<file path="config.mk">
export PLATFORM = sky130hd
export DESIGN_NAME = mem_access_stage
export DESIGN_NICKNAME = d
export VERILOG_FILES = /design/src/rtl/cpu_pkg.sv /design/src/rtl/mem_wait_timer.sv /design/src/rtl/mem_access_stage.sv
export SDC_FILE = /design/constraint.sdc
export NUM_CORES = 1
export LEC_CHECK = 0
export BUFFER_PORTS_ARGS = -buffer_cell sky130_fd_sc_hd__buf_4
export CAP_MARGIN = 10
export CORE_ASPECT_RATIO = 1.4
export CORE_UTILIZATION = 50
export CTS_CLUSTER_DIAMETER = 30
export DETAILED_ROUTE_END_ITERATION = 7
export GPL_TIMING_DRIVEN = 1
export PLACE_DENSITY = 0.84
export SYNTH_ARGS = -nofsm -noshare
export SYNTH_HDL_FRONTEND = slang
export SYNTH_SLANG_ARGS = --single-unit
</file>
<file path="constraint.sdc">
create_clock -name clk -period 2.6 [get_ports clk]
set_input_delay 0.52 -clock clk [delete_from_list [all_inputs] [get_ports clk]]
set_output_delay 0.52 -clock clk [all_outputs]
set_load 0.02 [all_outputs]
</file>
<file path="src/rtl/cpu_pkg.sv">
// Shared CPU definitions: datapath widths, MEM-stage FSM encoding and default timeout.
package cpu_pkg;

    localparam int unsigned DATA_W         = 16;
    localparam int unsigned REG_ADDR_W     = 3;
    localparam int unsigned TIMEOUT_CYCLES = 255;

    typedef enum logic {
        StIdle   = 1'b0,
        StAccess = 1'b1
    } state_e;

endpackage

</file>
<file path="src/rtl/mem_wait_timer.sv">
// Saturating wait counter for a memory handshake, with clear/enable and an expired flag.
// The expired flag is raised during the enabled cycle that brings the count to LIMIT,
// so a caller aborting on it keeps its request up for exactly LIMIT cycles.
// LIMIT is expected to be at least 1.
module mem_wait_timer #(
    parameter int unsigned LIMIT = 255
) (
    input  logic clk,
    input  logic rst_n,
    input  logic clear,
    input  logic enable,
    output logic expired
);

    import cpu_pkg::*;

    localparam int unsigned CntW = (LIMIT < 2) ? 1 : $clog2(LIMIT + 1);

    logic [CntW-1:0] count;

    // Count enabled cycles, holding at LIMIT rather than wrapping.
    always_ff @(posedge clk) begin
        if (!rst_n || clear) begin
            count <= '0;
        end else if (enable && (count != CntW'(LIMIT))) begin
            count <= count + CntW'(1);
        end
    end

    // Combinational so the abort lands on the same edge the count reaches LIMIT.
    always_comb begin
        expired = enable && (count >= CntW'(LIMIT - 1));
    end

endmodule

</file>
<file path="src/rtl/mem_access_stage.sv">
// MEM-stage controller: drives the data memory through req/ack, resolves branches and
// registers results toward the MEM/WB boundary. Stalls upstream while an access is open.
module mem_access_stage #(
    parameter int unsigned DATA_W         = cpu_pkg::DATA_W,
    parameter int unsigned REG_ADDR_W     = cpu_pkg::REG_ADDR_W,
    parameter int unsigned TIMEOUT_CYCLES = cpu_pkg::TIMEOUT_CYCLES
) (
    input  logic                  clk,
    input  logic                  rst_n,
    input  logic                  in_valid,
    input  logic [DATA_W-1:0]     ALU_Result_in,
    input  logic                  Zero_in,
    input  logic [DATA_W-1:0]     adder_result_in,
    input  logic [DATA_W-1:0]     read_data_2_in,
    input  logic [REG_ADDR_W-1:0] mux_rd_rt_in,
    input  logic                  MemToReg_in,
    input  logic                  RegWrite_in,
    input  logic                  MemRead_in,
    input  logic                  MemWrite_in,
    input  logic                  Branch_in,
    output logic                  mem_req,
    output logic                  mem_we,
    output logic [DATA_W-1:0]     mem_addr,
    output logic [DATA_W-1:0]     mem_wdata,
    input  logic                  mem_ack,
    input  logic [DATA_W-1:0]     mem_rdata,
    output logic                  stall,
    output logic                  PCSrc,
    output logic [DATA_W-1:0]     branch_target,
    output logic                  wb_valid,
    output logic [DATA_W-1:0]     read_data_out,
    output logic [DATA_W-1:0]     ALU_Result_out,
    output logic [REG_ADDR_W-1:0] mux_rd_rt_out,
    output logic                  MemToReg_out,
    output logic                  RegWrite_out,
    output logic                  mem_err
);

    import cpu_pkg::*;

    state_e state;
    logic   mem_op;
    logic   both_ops;
    logic   timer_clr;
    logic   timer_en;
    logic   timer_expired;

    // Decode the incoming slot and the handshake-derived control strobes.
    always_comb begin
        mem_op    = MemRead_in | MemWrite_in;
        both_ops  = MemRead_in & MemWrite_in;
        timer_clr = (state == StIdle) & in_valid & mem_op;
        timer_en  = (state == StAccess) & ~mem_ack;
        // Held low in reset so upstream is never frozen by a stale ACCESS state.
        stall     = rst_n & (state == StAccess) & ~mem_ack;
    end

    mem_wait_timer #(
        .LIMIT (TIMEOUT_CYCLES)
    ) u_wait_timer (
        .clk     (clk),
        .rst_n   (rst_n),
        .clear   (timer_clr),
        .enable  (timer_en),
        .expired (timer_expired)
    );

    // FSM with registered memory, branch and WB outputs.
    always_ff @(posedge clk) begin
        if (!rst_n) begin
            state          <= StIdle;
            mem_req        <= 1'b0;
            mem_we         <= 1'b0;
            mem_addr       <= '0;
            mem_wdata      <= '0;
            PCSrc          <= 1'b0;
            branch_target  <= '0;
            wb_valid       <= 1'b0;
            read_data_out  <= '0;
            ALU_Result_out <= '0;
            mux_rd_rt_out  <= '0;
            MemToReg_out   <= 1'b0;
            RegWrite_out   <= 1'b0;
            mem_err        <= 1'b0;
        end else begin
            PCSrc <= 1'b0;
            unique case (state)
                StIdle: begin
                    wb_valid <= 1'b0;
                    if (in_valid) begin
                        ALU_Result_out <= ALU_Result_in;
                        mux_rd_rt_out  <= mux_rd_rt_in;
                        MemToReg_out   <= MemToReg_in;
                        read_data_out  <= '0;
                        if (Branch_in && Zero_in) begin
                            PCSrc         <= 1'b1;
                            branch_target <= adder_result_in;
                        end
                        if (mem_op) begin
                            mem_req      <= 1'b1;
                            mem_we       <= MemWrite_in;
                            mem_addr     <= ALU_Result_in;
                            mem_wdata    <= read_data_2_in;
                            // Read+write collides: do the write, never write back.
                            RegWrite_out <= RegWrite_in & ~both_ops;
                            if (both_ops) begin
                                mem_err <= 1'b1;
                            end
                            state <= StAccess;
                        end else begin
                            RegWrite_out <= RegWrite_in;
                            wb_valid     <= 1'b1;
                        end
                    end
                end
                StAccess: begin
                    if (mem_ack) begin
                        mem_req       <= 1'b0;
                        read_data_out <= mem_we ? '0 : mem_rdata;
                        wb_valid      <= 1'b1;
                        state         <= StIdle;
                    end else if (timer_expired) begin
                        // Give up: retire the slot without a register write.
                        mem_req       <= 1'b0;
                        mem_err       <= 1'b1;
                        RegWrite_out  <= 1'b0;
                        read_data_out <= '0;
                        wb_valid      <= 1'b1;
                        state         <= StIdle;
                    end
                end
                default: state <= StIdle;
            endcase
        end
    end

endmodule

</file>
==> flow_metrics.tcl, run 1 <==
set metrics [dict create \
    power_w 0.00308 \
    drtIter0Drc 138 \
    die_y_um 104 \
    grt.total_usage_pct 25.5 \
    yosysWarnings 0 \
    end_kind "output port" \
    htree_num_levels 3 \
    setup_viol 0 \
    ys_types 43 \
    max_cap_violations 0 \
    hold_viol 0 \
    ys_dominant_reg_cell "dfxtp_1" \
    grt_first_pass_wirelength_um 15300 \
    gp_congestion 0.825 \
    synth.top_cells.by_count "138 x nand2_1, 99 x dfxtp_1, 60 x a21boi_0, 16 x a22o_1, 11 x clkbuf_1" \
    fin_nets 646 \
    p_leak_nw 2.28 \
    period_share_pct 74.7 \
    skew_ns 0.00801 \
    setup-tns-final_ns 0 \
    met1_length_um 3890 \
    cts.sinks 99 \
    crit_type "reg2out" \
    top_layer "met4" \
    worstReg2RegStart "u_wait_timer.count[0]$_SDFFE_PP0P_" \
    wl_met3_um 548 \
    critical_path_arrival_ns 1.42 \
    slowest_delay_ns 0.53 \
    ioPinCount 168 \
    synth_edf_count 0 \
    critical-path-top-delay-family "flip-flops" \
    start_util_pct 52.6 \
    hold_path_end "read_data_out[12]$_SDFFE_PN0P_" \
    slew_headroom_pct 59.2 \
    critPathMaxFanout 9 \
    worst-path-stages 3 \
    vias 3368 \
    crit_chain "and2b_2 > and2_1 > buf_4" \
    cts_resized 0 \
    yosysTopAreaCellShare_pct 53.3 \
    yosysSeqAreaShare_pct 53.3 \
    clk_latency_ns 0.35 \
    cts_root_buffer "clkbuf_8" \
    cts_tree "built" \
    slowest_stage "dfxtp_1" \
    rows 36 \
    viasPerCell 5.06 \
    die_area_um2 7790 \
    core_um2 7070 \
    wl_per_cell_um 14.6 \
    dr.pass1.iters 4 \
    netlist_instances 409 \
    yosysMostFrequentCell "nand2_1" \
    powerDensity_nw_per_um2 592 \
    reg2reg_depth 6 \
    required_ns 2.08 \
    fin_util_pct 73.6 \
    critPathLaunchType "register" \
    crit_start "state$_SDFF_PN0_" \
    synth_fp_nets 488 \
    r2r-end "read_data_out[6]$_SDFFE_PN0P_" \
    synth_seq_cells 99 \
    fp.dieW_um 74.9 \
    layout-drive-gt1-share_pct 34.2 \
    path_buf_inv 1 \
    yosys.area.top_type "dfxtp_1" \
    timing.fmax_mhz 515 \
    rrSetupSlack_ns 0.87 \
    antennaDiodeCount 0 \
    clk_pin_slew_worst_paths_ns 0.09 \
    synthTopCellsByArea "dfxtp_1 53%, nand2_1 14%, a21boi_0 12%" \
    numCtsBuffers 9 \
    fin_crit_ns 1.94 \
    rsz0062_at_grt "no" \
    antenna_found_initial 0 \
    ant_nets 0 \
    grt_pass1_vias 3356 \
    drv_slew 0 \
    worstHoldPathCells 2 \
    clockBufferDepth 2 \
    synth.avg_cell_area_um2 9.09 \
    synthToLayoutAreaGrowth_pct 40.0 \
    wirelength_um 9710 \
    synth.cell_area_um2 3720 \
    tightestPinTransition_ns 0.610 \
    drc_errors 0 \
    postCtsSetupBuffers 0 \
    postCtsHoldBufs 0 \
    io_buffer_count 167 \
    irDropWorstVdd_v 0.000441 \
    grt_start_max_net_pins 53 \
    fillCellCount 526 \
    dpl.hpwl_um 6950 \
    overflow 0 \
    run_status "completed" \
    hold_path.startpoint "mem_rdata[12]" \
    hp-class "in2reg" \
    wl_met2_um 4970 \
    async_reset_ff_share_pct 0 \
]
==> worst max path at each step <==
stage                                           to  slack [ns]
global placement                             stall        0.86
detailed placement  read_data_out[11]$_SDFFE_PN0P_        0.77
CTS                                          stall        0.66
global route                                 stall        0.60
finish                                       stall        0.66
floorplan                                    stall        0.86
==> cells by family after synthesis <==
group,count (synthesis),synth area share [%]
AOI/OAI and AO/OA,106,21.8
DFF,99,53.3
and+or+nand+nor,170,19.5
adders and majority gates,2,0.673
xor gates and xnor gates,5,1.18
buffers and inverters,27,3.53
==> stage by stage <==
stage	hold slack, ns	std cells	cell area [um2]	setup slack, ns
final	0.375	666	5200	0.659
after global routing	0.366	666	5200	0.595
after CTS	0.363	666	5200	0.656
after detailed placement	0.447	651	5010	0.772
after global placement	0.442	651	5010	0.861
after floorplan	0.488	409	3720	0.856
==> worst register-to-register path, delay by kind of cell, from the launching register on <==
kind | cells | cell delay [ns]
DFF | 1 | 0.39
adders and majority gates | 1 | 0.19
buffers and inverters | 1 | 0.06
AOI/OAI and AO/OA | 4 | 1.03
==> state kept, by name (all words and copies together), names as in the netlist <==
signal,cells
ALU_Result_out,16
branch_target,16
mem_addr,16
mem_wdata,16
read_data_out,16
u_wait_timer.count,8
mux_rd_rt_out,3
MemToReg_out,1
PCSrc,1
RegWrite_out,1
mem_err,1
mem_req,1
mem_we,1
state,1
wb_valid,1
==> power by group <==
| part | total [W] | leakage, nW | switching [W] | internal [W] |
|---|---|---|---|---|
| sequential | 0.00162 | 0.808 | 0.0000386 | 0.00158 |
| combinational | 0.000476 | 1.38 | 0.000255 | 0.000221 |
| clock | 0.000981 | 0.0995 | 0.000488 | 0.000492 |
==> layout by cell type (no fill, tap or decap), drive strengths merged, types with 2 or more instances in the layout <==
| cell | netlist | final |
|---|---|---|
| buf | 13 | 172 |
| nand2 | 138 | 138 |
| dfxtp | 99 | 99 |
| a21boi | 71 | 71 |
| a22o | 16 | 16 |
| clkbuf | 11 | 13 |
| nor2 | 9 | 9 |
| a21oi | 5 | 5 |
| o21ai | 5 | 5 |
| nand3 | 3 | 3 |
| o211ai | 3 | 3 |
| xnor2 | 3 | 3 |
| nor2b | 3 | 3 |
| inv | 2 | 2 |
| and2 | 2 | 2 |
| and3 | 2 | 2 |
| xor2 | 2 | 2 |
| or3 | 2 | 2 |
| ha | 2 | 2 |
==> final cells by class <==
| cell class | count | area (um2) | area share, % |
|---|---|---|---|
| repair buffers | 172 | 1290 | 24.8 |
| clock inverters | 2 | 35.0 | 0.673 |
| flip-flops and latches | 99 | 1980 | 38.1 |
| multi-input cells | 283 | 1610 | 30.9 |
| clock buffers | 13 | 159 | 3.05 |
| well taps | 95 | 119 | 2.28 |
| inverters | 2 | 7.51 | 0.144 |
==> routing by layer <==
metal / up-vias / GRT usage (%)
met4: 0 / 13.2
met1: 1550 / 27.6
met3: 23 / 5.04
li1: 1682 / -
met5: - / 0
met2: 113 / 44.9
Note: power is estimated with default switching activity, not from simulation.
==> run 2, diff against run 1 <==
CORE_UTILIZATION = 47   (was 50)
PLACE_DENSITY = 0.8   (was 0.84)
clock period = 1.9 ns   (was 2.6 ns; I/O delays follow)
==> flow_metrics.tcl, run 2 (synthesized netlist as in run 1, its figures left out) <==
set metrics [dict create \
    fin_crit_ns 1.78 \
    io_buffer_count 167 \
    rsz0062_at_grt "no" \
    reg2reg_depth 6 \
    cts_tree "built" \
    critical_path_arrival_ns 1.40 \
    cts_resized 0 \
    slew_headroom_pct 57.8 \
    hold_viol 0 \
    dr.pass1.iters 4 \
    hp-class "in2reg" \
    core_um2 7700 \
    critPathLaunchType "register" \
    fin_util_pct 68.7 \
    die_area_um2 8270 \
    numCtsBuffers 9 \
    clockBufferDepth 2 \
    powerDensity_nw_per_um2 837 \
    overflow 0 \
    crit_chain "and2b_2 > and2_1 > buf_4" \
    setup_viol 0 \
    wl_per_cell_um 14.6 \
    rrSetupSlack_ns 0.15 \
    wirelength_um 9870 \
    timing.fmax_mhz 561 \
    cts_root_buffer "clkbuf_8" \
    drc_errors 0 \
    worst-path-stages 3 \
    required_ns 1.52 \
    critPathMaxFanout 9 \
    grt_use_met2_pct 41.5 \
    clk_pin_slew_worst_paths_ns 0.08 \
    critical-path-top-delay-family "flip-flops" \
    worstHoldPathCells 2 \
    grtUsageMet1_pct 27.4 \
    setup-tns-final_ns 0 \
    fp.dieW_um 77.2 \
    vias 3372 \
    fin_nets 650 \
    tightestPinTransition_ns 0.633 \
    htree_num_levels 3 \
    run_status "completed" \
    grt_first_pass_wirelength_um 15500 \
    die_y_um 107 \
    drtIter0Drc 130 \
    start_util_pct 48.3 \
    end_kind "output port" \
    p_leak_nw 2.33 \
    slowest_stage "dfxtp_1" \
    antenna_found_initial 0 \
    grt.total_usage_pct 23.9 \
    multi_input_area_um2 1610 \
    cts.sinks 99 \
    postCtsSetupBuffers 0 \
    viasPerCell 4.99 \
    antennaDiodeCount 0 \
    path_buf_inv 1 \
    synthToLayoutAreaGrowth_pct 42.4 \
    crit_type "reg2out" \
    rows 38 \
    fillCellCount 630 \
    gp_congestion 0.787 \
    seq_area_um2 1980 \
    max_cap_violations 0 \
    ioPinCount 168 \
    dpl.hpwl_um 7240 \
    clk_latency_ns 0.36 \
    ant_nets 0 \
    skew_ns 0.00866 \
    postCtsHoldBufs 0 \
    grt.busiest_layer "met2" \
    grt_start_max_net_pins 50 \
    period_share_pct 93.9 \
    mostFrequentLayoutCells "175 x buf_4, 138 x nand2_1, 99 x dfxtp_1, 60 x a21boi_0, 16 x a22o_1" \
    irDropWorstVdd_v 0.000411 \
    layout_commonest_cell "buf_4" \
    slowest_delay_ns 0.50 \
    grt_pass1_vias 3155 \
    layout-drive-gt1-share_pct 34.9 \
    gr-usage-met3_pct 3.57 \
    drv_slew 0 \
]
==> run 2: cell types whose count changed in the layout (fill, tap and decap cells not counted) <==
cell       before  now
buf_4         172  175
clkbuf_8       11   12
clkbuf_1        2    1
bufinv_16       1    2
clkinv_4        0    1
buf_12          0    1
clkinv_2        1    0
==> run 2: stage by stage <==
stage / worst slack, ns / total power [W] / hold slack, ns / instances / instance area [um2]
6_report: 0.116 / 0.00443 / 0.230 / 676 / 5300
5_1_grt: 0.000851 / 0.00461 / 0.218 / 676 / 5300
4_1_cts: 0.105 / 0.00447 / 0.216 / 676 / 5300
3_5_place_dp: 0.191 / 0.00294 / 0.447 / 660 / 5060
3_3_place_gp: 0.300 / 0.00292 / 0.441 / 660 / 5060
2_1_floorplan: 0.436 / 0.00259 / 0.488 / 409 / 3720
==> run 2: worst reg2reg max path, cell delays in order (launching register included) <==
cell,delay [ns]
dfxtp_1,0.40
inv_1,0.06
ha_1,0.20
o211ai_1,0.24
o21ai_2,0.13
a21boi_4,0.43
a22o_1,0.24
==> run 2: worst paths after layout <==
kind | to | start
max | stall | state$_SDFF_PN0_
min | read_data_out[15]$_SDFFE_PN0P_ | mem_rdata[15]
max reg2reg | read_data_out[14]$_SDFFE_PN0P_ | u_wait_timer.count[0]$_SDFFE_PP0P_
min reg2reg | branch_target[14]$_SDFFE_PN0P_ | branch_target[14]$_SDFFE_PN0P_
==> run 2: where the power goes <==
part           total [W]  internal, W  switching, W
logic           0.000663     0.000313      0.000351
clock network    0.00155     0.000853      0.000695
registers        0.00222      0.00217     0.0000526
total            0.00443      0.00333       0.00110
==> run 2: routing by layer <==
layer | up-vias | routed length, um | share of wire [%]
li1 | 1693 | - | -
met1 | 1548 | 4010 | 41
met2 | 103 | 5010 | 51
met3 | 28 | 444 | 4.5
met4 | 0 | 404 | 4.1
met5 | - | 0 | 0
==> run 2: final cells by class <==
class / count / area share, %
tap: 100 / 2.36
clock buffer: 13 / 3.19
multi-input combinational: 283 / 30.4
inverter: 2 / 0.142
clock inverter: 3 / 1.30
timing repair buffer: 176 / 25.2
sequential: 99 / 37.4
==> run 3, diff against run 2 <==
CORE_MARGIN = 2   (was unset)
GPL_TIMING_DRIVEN = 0   (was 1)
==> flow_metrics.tcl, run 3 (synthesized netlist as in run 1, its figures left out) <==
set metrics [dict create \
    crit_type "reg2out" \
    reg2reg_depth 5 \
    rrSetupSlack_ns 0.21 \
    ant_nets 0 \
    required_ns 1.52 \
    run_status "completed" \
    layout-drive-gt1-share_pct 34.5 \
    ioPinCount 168 \
    rsz0062_at_grt "no" \
    power_w 0.00436 \
    grt.total_usage_pct 24.1 \
    fin_crit_ns 1.78 \
    powerDensity_nw_per_um2 820 \
    worstReg2RegStart "state$_SDFF_PN0_" \
    max_cap_violations 0 \
    start_util_pct 48.3 \
    slew_headroom_pct 66.7 \
    layout_commonest_cell "buf_4" \
    hold_path.startpoint "mem_rdata[6]" \
    dpl.hpwl_um 7910 \
    wl_per_cell_um 14.9 \
    die_y_um 109 \
    drc_errors 0 \
    clk_latency_ns 0.37 \
    grt_start_max_net_pins 20 \
    antennaDiodeCount 0 \
    vias 3477 \
    crit_start "state$_SDFF_PN0_" \
    p_leak_nw 2.35 \
    dpl_cell_area_um2 5100 \
    irDropWorstVdd_v 0.000624 \
    hold_viol 0 \
    seq_area_um2 1980 \
    critPathMaxFanout 9 \
    critical_path_arrival_ns 1.40 \
    io_buffer_count 167 \
    synthToLayoutAreaGrowth_pct 43.0 \
    drtIter0Drc 225 \
    core_um2 7700 \
    clockBufferDepth 2 \
    clk_pin_slew_worst_paths_ns 0.09 \
    cts.sinks 99 \
    mostFrequentLayoutCells "168 x buf_4, 138 x nand2_1, 99 x dfxtp_1, 60 x a21boi_0, 16 x a22o_1" \
    cts_tree "built" \
    fillCellCount 665 \
    fp.dieW_um 79.2 \
    grt_first_pass_wirelength_um 16300 \
    stdcell_area_um2 5320 \
    postCtsSetupBuffers 0 \
    hp-class "in2reg" \
    multi_input_area_um2 1600 \
    dr.pass1.iters 5 \
    cts_root_buffer "clkbuf_8" \
    setup_viol 0 \
    wirelength_um 10300 \
    gp_congestion 0.796 \
    numCtsBuffers 9 \
    cts_resized 0 \
    rows 38 \
    htree_num_levels 3 \
    antenna_found_initial 0 \
    skew_ns 0.0102 \
    overflow 0 \
    r2r-end "mem_addr[2]$_SDFFE_PN0P_" \
    grt_pass1_vias 3402 \
    period_share_pct 93.9 \
    critPathLaunchType "register" \
    viasPerCell 5.03 \
    fin_nets 665 \
    die_area_um2 8650 \
    timing.fmax_mhz 560 \
    postCtsHoldBufs 0 \
    end_kind "output port" \
    tightestPinTransition_ns 0.500 \
    drv_slew 0 \
    crit_path_end "stall" \
]
[run 3: how the worst min path moves through the flow]
stage	depth (start not counted)	to	slack, ns
floorplan	1	mem_req$_SDFFE_PN0P_	0.49
global placement	2	mem_addr[10]$_SDFFE_PN0P_	0.44
detailed placement	2	branch_target[14]$_SDFFE_PN0P_	0.45
CTS	2	read_data_out[5]$_SDFFE_PN0P_	0.21
global route	2	read_data_out[6]$_SDFFE_PN0P_	0.21
finish	2	read_data_out[6]$_SDFFE_PN0P_	0.22
[run 3: worst max-delay path, cell delays in order (launching register included)]
cell and delay [ns]:
dfxtp_1 0.49, and2b_2 0.26, and2_1 0.15, buf_4 0.14
[run 3: final cells by class]
cell class              count  area share (%)
plain buffers              24            2.26
clock buffers              13            3.37
clock inverters             3           0.824
inverters                   2           0.141
flip-flops and latches     99            37.3
multi-input cells         283            30.2
well taps                 100            2.35
repair buffers            167            23.6
[run 3: report_power, final]
part / internal [W] / switching, W / total [W]
clock: 0.000753 / 0.000713 / 0.00147
sequential: 0.00217 / 0.0000527 / 0.00222
combinational: 0.000312 / 0.000358 / 0.000669
[run 3: per-layer routing]
layer	share of wire (%)	routed length (um)	GRT usage, %
met5	0	0	0
met4	3.3	340	12.6
met3	6.4	656	6.37
met2	53	5460	43.3
met1	37	3830	25.8
[run 3: through the flow]
stage               setup WS [ns]  cells  util (%)  hold WS (ns)  setup TNS (ns)
floorplan                   0.436    409         -         0.488               0
global placement          -0.0233    676      66.2         0.443         -0.0233
detailed placement        -0.0470    676      66.2         0.450         -0.0470
CTS                         0.101    691      69.0         0.207               0
global route               0.0457    691      69.0         0.213               0
finish                      0.116    691      69.0         0.222               0
